## config.mk

```make
export PLATFORM = sky130hd
export DESIGN_NAME = mem_access_stage_flat
export DESIGN_NICKNAME = d
export VERILOG_FILES = /design/src/rtl/mem_access_stage_pkg.sv /design/src/rtl/mem_access_stage_if.sv /design/src/rtl/mem_access_stage_load_align.sv /design/src/rtl/mem_access_stage.sv /design/src/flat_wrapper.sv
export SDC_FILE = /design/constraint.sdc
export NUM_CORES = 1
export LEC_CHECK = 0
export BUFFER_PORTS_ARGS = -buffer_cell sky130_fd_sc_hd__buf_4
export CAP_MARGIN = 20
export CORE_AREA = 5 5 240 242
export CTS_BUF_LIST = sky130_fd_sc_hd__clkbuf_4 sky130_fd_sc_hd__clkbuf_8
export DETAILED_ROUTE_END_ITERATION = 7
export DIE_AREA = 0 0 245 247
export SYNTH_ARGS = -nofsm -noshare
export SYNTH_HDL_FRONTEND = slang
export SYNTH_SLANG_ARGS = --single-unit
```

## constraint.sdc

```tcl
create_clock -name clk -period 8.1 [get_ports clk]
set_input_delay 0.81 -clock clk [delete_from_list [all_inputs] [get_ports clk]]
set_output_delay 0.81 -clock clk [all_outputs]
set_load 0.005 [all_outputs]
```

## src/rtl/mem_access_stage_pkg.sv

```systemverilog
// Shared RV32I pipeline types for the MEM stage: stage registers, MEM FSM states, funct3 codes.
package mem_access_stage_pkg;

  typedef enum logic [1:0] {
    MEM_IDLE,
    MEM_WAIT,
    MEM_HOLD
  } mem_fsm_state_t;

  localparam logic [2:0] load_f3_lb  = 3'b000;
  localparam logic [2:0] load_f3_lh  = 3'b001;
  localparam logic [2:0] load_f3_lw  = 3'b010;
  localparam logic [2:0] load_f3_lbu = 3'b100;
  localparam logic [2:0] load_f3_lhu = 3'b101;

  localparam logic [2:0] store_f3_sb = 3'b000;
  localparam logic [2:0] store_f3_sh = 3'b001;
  localparam logic [2:0] store_f3_sw = 3'b010;

  typedef struct packed {
    logic        valid;
    logic [63:0] order;
    logic [31:0] pc;
    logic [31:0] inst;
    logic [4:0]  rd;
    logic        regf_we;
    logic        load;
    logic [2:0]  memop;
    logic [31:0] mem_addr;
    logic [3:0]  mem_rmask;
    logic [3:0]  mem_wmask;
    logic [31:0] rs2_data;
    logic [31:0] aluout;
  } ex_mem_stage_reg_t;

  typedef struct packed {
    logic        valid;
    logic [63:0] order;
    logic [31:0] pc;
    logic [31:0] inst;
    logic [4:0]  rd;
    logic        regf_we;
    logic [31:0] rd_data;
    logic [31:0] mem_addr;
    logic [3:0]  mem_rmask;
    logic [3:0]  mem_wmask;
    logic [31:0] mem_rdata;
    logic [31:0] mem_wdata;
  } mem_wb_stage_reg_t;

endpackage

```

## src/rtl/mem_access_stage_if.sv

```systemverilog
// Data-memory port between the MEM stage (master) and the data memory (slave).
interface mem_access_stage_if;
  logic [31:0] dmem_addr;
  logic [3:0]  dmem_rmask;
  logic [3:0]  dmem_wmask;
  logic [31:0] dmem_wdata;
  logic [31:0] dmem_rdata;
  logic        dmem_resp;

  modport master (
    output dmem_addr, dmem_rmask, dmem_wmask, dmem_wdata,
    input  dmem_rdata, dmem_resp
  );

  modport slave (
    input  dmem_addr, dmem_rmask, dmem_wmask, dmem_wdata,
    output dmem_rdata, dmem_resp
  );
endinterface

```

## src/rtl/mem_access_stage_load_align.sv

```systemverilog
// Load data alignment: shift the read word to the addressed byte, then sign/zero-extend.
module load_align
  import mem_access_stage_pkg::*;
(
  input  logic [31:0] rdata,
  input  logic [1:0]  byte_off,
  input  logic [2:0]  funct3,
  output logic [31:0] rd_data
);

  logic [31:0] shifted;

  always_comb begin
    shifted = rdata >> {byte_off, 3'b000};
    case (funct3)
      load_f3_lb:  rd_data = {{24{shifted[7]}}, shifted[7:0]};
      load_f3_lh:  rd_data = {{16{shifted[15]}}, shifted[15:0]};
      load_f3_lbu: rd_data = {24'h0, shifted[7:0]};
      load_f3_lhu: rd_data = {16'h0, shifted[15:0]};
      default:     rd_data = shifted;
    endcase
  end

endmodule

```

## src/rtl/mem_access_stage.sv

```systemverilog
// RV32I MEM stage: one dmem request per load/store, stalls until the response, builds MEM/WB.
module mem_access_stage
  import mem_access_stage_pkg::*;
(
  input  logic                clk,
  input  logic                rst,
  input  ex_mem_stage_reg_t   ex_mem_reg,
  input  logic                stall,
  mem_access_stage_if.master  dmem,
  output mem_wb_stage_reg_t   mem_wb_reg_next,
  output logic                mem_stall
);

  mem_fsm_state_t state_q, state_d;
  logic [63:0]    last_done_order;
  logic [63:0]    issued_order;
  logic [31:0]    resp_buf;

  logic           is_memop, new_op;
  logic           issue, capture, complete;
  logic [1:0]     byte_off;
  logic [3:0]     rmask_sh, wmask_sh;
  logic [31:0]    word_addr, store_data, rdata_src, aligned;

  assign byte_off   = ex_mem_reg.mem_addr[1:0];
  assign word_addr  = {ex_mem_reg.mem_addr[31:2], 2'b00};
  assign rmask_sh   = ex_mem_reg.mem_rmask << byte_off;
  assign wmask_sh   = ex_mem_reg.mem_wmask << byte_off;
  assign store_data = ex_mem_reg.rs2_data << {byte_off, 3'b000};
  assign is_memop   = ex_mem_reg.valid && (|ex_mem_reg.mem_rmask || |ex_mem_reg.mem_wmask);
  // An op already completed but still held in EX/MEM by an external stall must not reissue.
  assign new_op     = is_memop && (ex_mem_reg.order != last_done_order);
  assign rdata_src  = (state_q == MEM_HOLD) ? resp_buf : dmem.dmem_rdata;

  load_align u_load_align (
    .rdata    (rdata_src),
    .byte_off (byte_off),
    .funct3   (ex_mem_reg.memop),
    .rd_data  (aligned)
  );

  always_ff @(posedge clk or posedge rst) begin
    if (rst) begin
      state_q         <= MEM_IDLE;
      last_done_order <= '1;
      issued_order    <= '0;
      resp_buf        <= '0;
    end else begin
      state_q <= state_d;
      if (issue)    issued_order    <= ex_mem_reg.order;
      if (capture)  resp_buf        <= dmem.dmem_rdata;
      if (complete) last_done_order <= issued_order;
    end
  end

  always_comb begin
    state_d  = state_q;
    issue    = 1'b0;
    capture  = 1'b0;
    complete = 1'b0;
    case (state_q)
      MEM_IDLE: if (new_op) begin
        issue   = 1'b1;
        state_d = MEM_WAIT;
      end
      MEM_WAIT: if (dmem.dmem_resp) begin
        if (stall) begin
          capture = 1'b1;
          state_d = MEM_HOLD;
        end else begin
          complete = 1'b1;
          state_d  = MEM_IDLE;
        end
      end
      MEM_HOLD: if (!stall) begin
        complete = 1'b1;
        state_d  = MEM_IDLE;
      end
      default: state_d = MEM_IDLE;
    endcase
  end

  always_comb begin
    dmem.dmem_addr  = '0;
    dmem.dmem_rmask = '0;
    dmem.dmem_wmask = '0;
    dmem.dmem_wdata = '0;
    mem_stall       = 1'b0;
    mem_wb_reg_next = '0;
    if (!rst) begin
      mem_stall = issue || ((state_q != MEM_IDLE) && !complete);
      if (issue) begin
        dmem.dmem_addr  = word_addr;
        dmem.dmem_rmask = rmask_sh;
        dmem.dmem_wmask = wmask_sh;
        dmem.dmem_wdata = store_data;
      end
      if (ex_mem_reg.valid) begin
        mem_wb_reg_next.order   = ex_mem_reg.order;
        mem_wb_reg_next.pc      = ex_mem_reg.pc;
        mem_wb_reg_next.inst    = ex_mem_reg.inst;
        mem_wb_reg_next.rd      = ex_mem_reg.rd;
        mem_wb_reg_next.regf_we = ex_mem_reg.regf_we && !(|ex_mem_reg.mem_wmask);
        mem_wb_reg_next.rd_data = ex_mem_reg.load ? aligned : ex_mem_reg.aluout;
        if (is_memop) begin
          mem_wb_reg_next.valid     = complete;
          mem_wb_reg_next.mem_addr  = word_addr;
          mem_wb_reg_next.mem_rmask = rmask_sh;
          mem_wb_reg_next.mem_wmask = wmask_sh;
          mem_wb_reg_next.mem_rdata = rdata_src;
          mem_wb_reg_next.mem_wdata = store_data;
        end else begin
          mem_wb_reg_next.valid = 1'b1;
        end
      end
    end
  end

endmodule

```

## src/flat_wrapper.sv

```systemverilog
// flat-port wrapper written by rule: the top's interface ports become plain ports
module mem_access_stage_flat import mem_access_stage_pkg::*;
  (clk, rst, ex_mem_reg, stall, mem_wb_reg_next, mem_stall, dmem_dmem_addr, dmem_dmem_rmask, dmem_dmem_wmask, dmem_dmem_wdata, dmem_dmem_rdata, dmem_dmem_resp);
  mem_access_stage_if dmem_i ();
  input  logic clk;
  input  logic rst;
  input  ex_mem_stage_reg_t ex_mem_reg;
  input  logic stall;
  output mem_wb_stage_reg_t mem_wb_reg_next;
  output logic mem_stall;
  output wire logic [$bits(dmem_i.dmem_addr)-1:0] dmem_dmem_addr;
  output wire logic [$bits(dmem_i.dmem_rmask)-1:0] dmem_dmem_rmask;
  output wire logic [$bits(dmem_i.dmem_wmask)-1:0] dmem_dmem_wmask;
  output wire logic [$bits(dmem_i.dmem_wdata)-1:0] dmem_dmem_wdata;
  input wire logic [$bits(dmem_i.dmem_rdata)-1:0] dmem_dmem_rdata;
  input wire logic [$bits(dmem_i.dmem_resp)-1:0] dmem_dmem_resp;
  assign dmem_dmem_addr = dmem_i.dmem_addr;
  assign dmem_dmem_rmask = dmem_i.dmem_rmask;
  assign dmem_dmem_wmask = dmem_i.dmem_wmask;
  assign dmem_dmem_wdata = dmem_i.dmem_wdata;
  assign dmem_i.dmem_rdata = dmem_dmem_rdata;
  assign dmem_i.dmem_resp = dmem_dmem_resp;
  mem_access_stage u_core (.clk(clk), .rst(rst), .ex_mem_reg(ex_mem_reg), .stall(stall), .dmem(dmem_i), .mem_wb_reg_next(mem_wb_reg_next), .mem_stall(mem_stall));
endmodule
```

==> summary by stage <==
Status
The flow ran to the end, and the final reports show no timing, DRC or antenna violations.

Final layout
The finished cells cover 16900 µm². The area of combinational cells with multiple inputs is 6570 µm². Fill cells in the final layout number 5682.

The post-route netlist has 57.3% of its cells at a drive strength greater than 1. The area growth from synthesis to layout is 50.9%. The area occupied by registers is 4130 µm². For this run, the post-layout net count is 1907.

Power and ir drop
The worst supply voltage drop on vdd is 0.145 mV. The power per cell area is 222 nW/µm². The total leakage power is 7.73 nW.

Drt
The routed layout has 10700 vias. The detail route stage leaves a number of antenna-violating nets equal to 0. The final layout contains routed wiring with a total length of 51000 µm. The violation count after the first detailed-routing iteration is 552.

The first TritonRoute pass finished after 7 iterations. The via density per instance is 4.56. The residual DRC count is 0. The post-detailed-route wirelength per cell is 21.8 µm.

CTS
The CTS H-tree depth is 4. The later pin in the worst-skew pair is clocked with a latency of 0.54 ns. The tree is rooted in a sky130_fd_sc_hd__clkbuf_8. The total clock buffers created by CTS is 17. Clock-pin slew was measured on the worst setup and hold paths at 0.11 ns. The total number of clock tree sinks is 162. TritonCTS built the clock tree. The hold buffer count at cts is 0. The number of buffers added for setup after CTS is 0. No sink is reached through more buffers than the 2 on the longest clock path. After clock tree synthesis, the repair step resized 0 gates.

Synth
The per-instance average area after synthesis is 10.5 µm². The flop and latch count out of synthesis is 162. The warning count from the yosys run is 0.

In this run the cell area of the synthesized design comes to 11200 µm². The number of distinct library cells after synthesis is 47. In this run, synthesis inferred 0 flip-flops with an integrated enable. The share of synthesized registers carrying an async set or reset is 100%.

The most used flip-flop cell after synthesis is sky130_fd_sc_hd__dfrtp_1. The cell count after synthesis came out at 1068. For this run, the register share of the synthesized area comes to 37.0%.

Placement
The instance area after placement is 16400 µm². The estimated wirelength of the detail-placed design is 40700 µm. The routability congestion estimate is 0.920. Input and output buffers added on the ports amount to 618.

Floorplanning
The core area is 54900 µm². The floorplan row count is 86. The vertical die dimension is 247 µm. The die covers 60500 µm². The number of ports placed on the die boundary is 623. From left edge to right edge, the die measures 245 µm.

The initial core utilization is 20.4%.

Critical path
The worst path required time is 7.29 ns. The critical path starts at ex_mem_reg[67]. The type of element capturing the critical path is an output pin. The data arrival time of the worst path is 4.30 ns. The startpoint type of the worst setup path is a primary input.

Along the worst path, the maximum fanout reaches 54. The count of cells along the worst register-to-register path is 8. The worst setup path is of the primary input to output pin kind. The reg-to-reg critical path startpoint is u_core.last_done_order[8].

GRT
The remaining global-route overflow is 0. Entering global routing, the biggest net connects 133 pins. Across every metal layer, demand over resource in global routing totals 15.9%.

The wire length of the first global-routing pass is 72300 µm. The number of antenna violations at the first check in global routing was 4. The via count of the first global-routing pass is 10900.

STA
Setup repair after global routing left no endpoint under its margin. Setup total negative slack on the finished layout was measured at 0 ns. The worst clock skew is 0.0243 ns. The final-report max-slew violation count is 0.

The actual slew at the worst max-slew pin is 1.01 ns. After layout, the minimum clock period comes to 5.11 ns. The hold violation count in the final report came to 0.

The final count of negative-setup-slack endpoints is 0. The tightest slew margin relative to the limit is 32.7%. After layout, the worst path uses 63.1% of the clock period. Timing would allow up to 0.196 GHz.

Min path
In this run the most critical hold path is launched from u_core.issued_order[34]. The path class of the lowest-slack min-delay path is register to register. Along the worst hold path, the cell count comes to 1.

Run
The total of max-cap violations is 0.
-- cell usage in the layout, fill, tap and decap left out, types with 5 or more instances in the layout --
cell                       Yosys  final
sky130_fd_sc_hd__clkinv_4      0      5
sky130_fd_sc_hd__o21ai_0       7      7
sky130_fd_sc_hd__nand2_1      34     34
sky130_fd_sc_hd__a22oi_1       9      9
sky130_fd_sc_hd__mux2_2      180    180
sky130_fd_sc_hd__o221a_1       8      8
sky130_fd_sc_hd__dfstp_2      64     64
sky130_fd_sc_hd__mux4_2       21     21
sky130_fd_sc_hd__a211oi_1      9      9
sky130_fd_sc_hd__inv_1        15     14
sky130_fd_sc_hd__nand3_1       6      6
sky130_fd_sc_hd__dfrtp_1      98     98
sky130_fd_sc_hd__and2_1      135    135
sky130_fd_sc_hd__clkbuf_8      0     17
sky130_fd_sc_hd__mux2i_1      46     46
sky130_fd_sc_hd__a21oi_1      10     10
sky130_fd_sc_hd__nand4_1      17     17
sky130_fd_sc_hd__xnor2_1      64     64
sky130_fd_sc_hd__nor2_1       86     86
sky130_fd_sc_hd__a221o_1      16     16
sky130_fd_sc_hd__nor4_1       17     17
sky130_fd_sc_hd__nor3_1       18     18
sky130_fd_sc_hd__and3_1       47     47
sky130_fd_sc_hd__nor3b_1      41     40
sky130_fd_sc_hd__buf_4        14    626
-- kinds of logic (layout without fill, tap and decap cells) --
family          Yosys count  in the layout  synth area share (%)
flops                   162            162                  37.0
compound gates           69             69                  5.25
xor+xnor                 64             64                  5.02
buf+inv                 109            676                  4.59
other cells               1              7                0.0336
fa+ha+maj                 3              3                 0.336
simple gates            409            409                  20.6
mux                     251            251                  27.2
-- where the power goes --
part	switching, mW	internal (mW)
clock network	0.338	0.350
registers	0.249	1.33
logic	0.624	0.851
-- cell type report --
class                           instances  area share [%]
Inverter                               15           0.379
Multi-Input combinational cell        800            39.0
Timing Repair Buffer                  629            28.2
Clock buffer                           19            1.48
Clock inverter                         13            1.21
Sequential cell                       162            24.5
Antenna cell                            3          0.0445
Tap cell                              704            5.22
-- metal layers --
metal,GRT usage [%],vias up,wire length [µm]
met3,5.47,60,4160
li1,-,4888,-
met1,19.2,5254,20700
met5,0,-,13
met2,26.6,487,24800
met4,5.12,2,1320
-- registers in the layout, indices dropped and copies added, names as in the netlist --
name and count:
u_core.last_done_order 64, u_core.resp_buf 32, u_core.issued_order 64, u_core.state_q 2
-- worst max-delay path, cell delays in order --
cell	delay, ns
sky130_fd_sc_hd__buf_4	0.11
sky130_fd_sc_hd__nor4_1	0.54
sky130_fd_sc_hd__nand2_1	0.73
sky130_fd_sc_hd__buf_4	0.46
sky130_fd_sc_hd__and2_1	0.22
sky130_fd_sc_hd__nand3_4	0.48
sky130_fd_sc_hd__buf_4	0.57
sky130_fd_sc_hd__nor3b_1	0.13
sky130_fd_sc_hd__buf_4	0.17
-- synthesized netlist by cell type (6+ instances only) --
| cell type | number | share of area [%] |
|---|---|---|
| sky130_fd_sc_hd__a211oi_1 | 9 | 0.60 |
| sky130_fd_sc_hd__mux4_2 | 21 | 4.2 |
| sky130_fd_sc_hd__a221o_1 | 16 | 1.4 |
| sky130_fd_sc_hd__and3_1 | 47 | 2.6 |
| sky130_fd_sc_hd__nand2_1 | 34 | 1.1 |
| sky130_fd_sc_hd__buf_2 | 22 | 0.99 |
| sky130_fd_sc_hd__buf_4 | 14 | 0.94 |
| sky130_fd_sc_hd__buf_1 | 7 | 0.24 |
| sky130_fd_sc_hd__mux2i_1 | 46 | 4.1 |
| sky130_fd_sc_hd__nand4_1 | 17 | 0.95 |
| sky130_fd_sc_hd__mux2_2 | 180 | 18 |
| sky130_fd_sc_hd__dfrtp_1 | 98 | 22 |
| sky130_fd_sc_hd__a21oi_1 | 10 | 0.45 |
| sky130_fd_sc_hd__nor3b_1 | 41 | 2.8 |
| sky130_fd_sc_hd__xnor2_1 | 64 | 5.0 |
| sky130_fd_sc_hd__inv_1 | 15 | 0.50 |
| sky130_fd_sc_hd__nor4_1 | 17 | 0.95 |
| sky130_fd_sc_hd__nor2_1 | 86 | 2.9 |
| sky130_fd_sc_hd__nor3_1 | 18 | 0.81 |
| sky130_fd_sc_hd__a22oi_1 | 9 | 0.60 |
| sky130_fd_sc_hd__clkbuf_1 | 47 | 1.6 |
| sky130_fd_sc_hd__nand3_1 | 6 | 0.27 |
| sky130_fd_sc_hd__dfstp_2 | 64 | 15 |
| sky130_fd_sc_hd__o21ai_0 | 7 | 0.31 |
| sky130_fd_sc_hd__o221a_1 | 8 | 0.81 |
| sky130_fd_sc_hd__and2_1 | 135 | 7.6 |
-- final timing paths --
check | endpoint | slack (ns)
max in group asynchronous | u_core.issued_order[31] | 5.90
min in group asynchronous | u_core.state_q[0] | 0.67
worst max register to register | u_core.issued_order[26] | 3.96
worst min-delay path | u_core.last_done_order[34] | 0.49
worst max-delay path | dmem_dmem_addr[13] | 2.99
worst min register to register | u_core.last_done_order[34] | 0.49
-- per-stage QoR --
stage                     hold slack, ns  utilization, %  total power, mW  setup slack (ns)  instances
after CTS                          0.458            30.6             3.81              2.97       2340
after floorplan                    0.474               -             2.55             0.708       1071
after global routing               0.480            30.7             4.00              2.81       2343
final                              0.494            30.7             3.75              2.99       2345
after detailed placement           0.488            29.8             3.10              2.94       2308
after global placement             0.481            29.8             3.02              3.14       2308
Note: power is estimated with default switching activity, not from simulation.
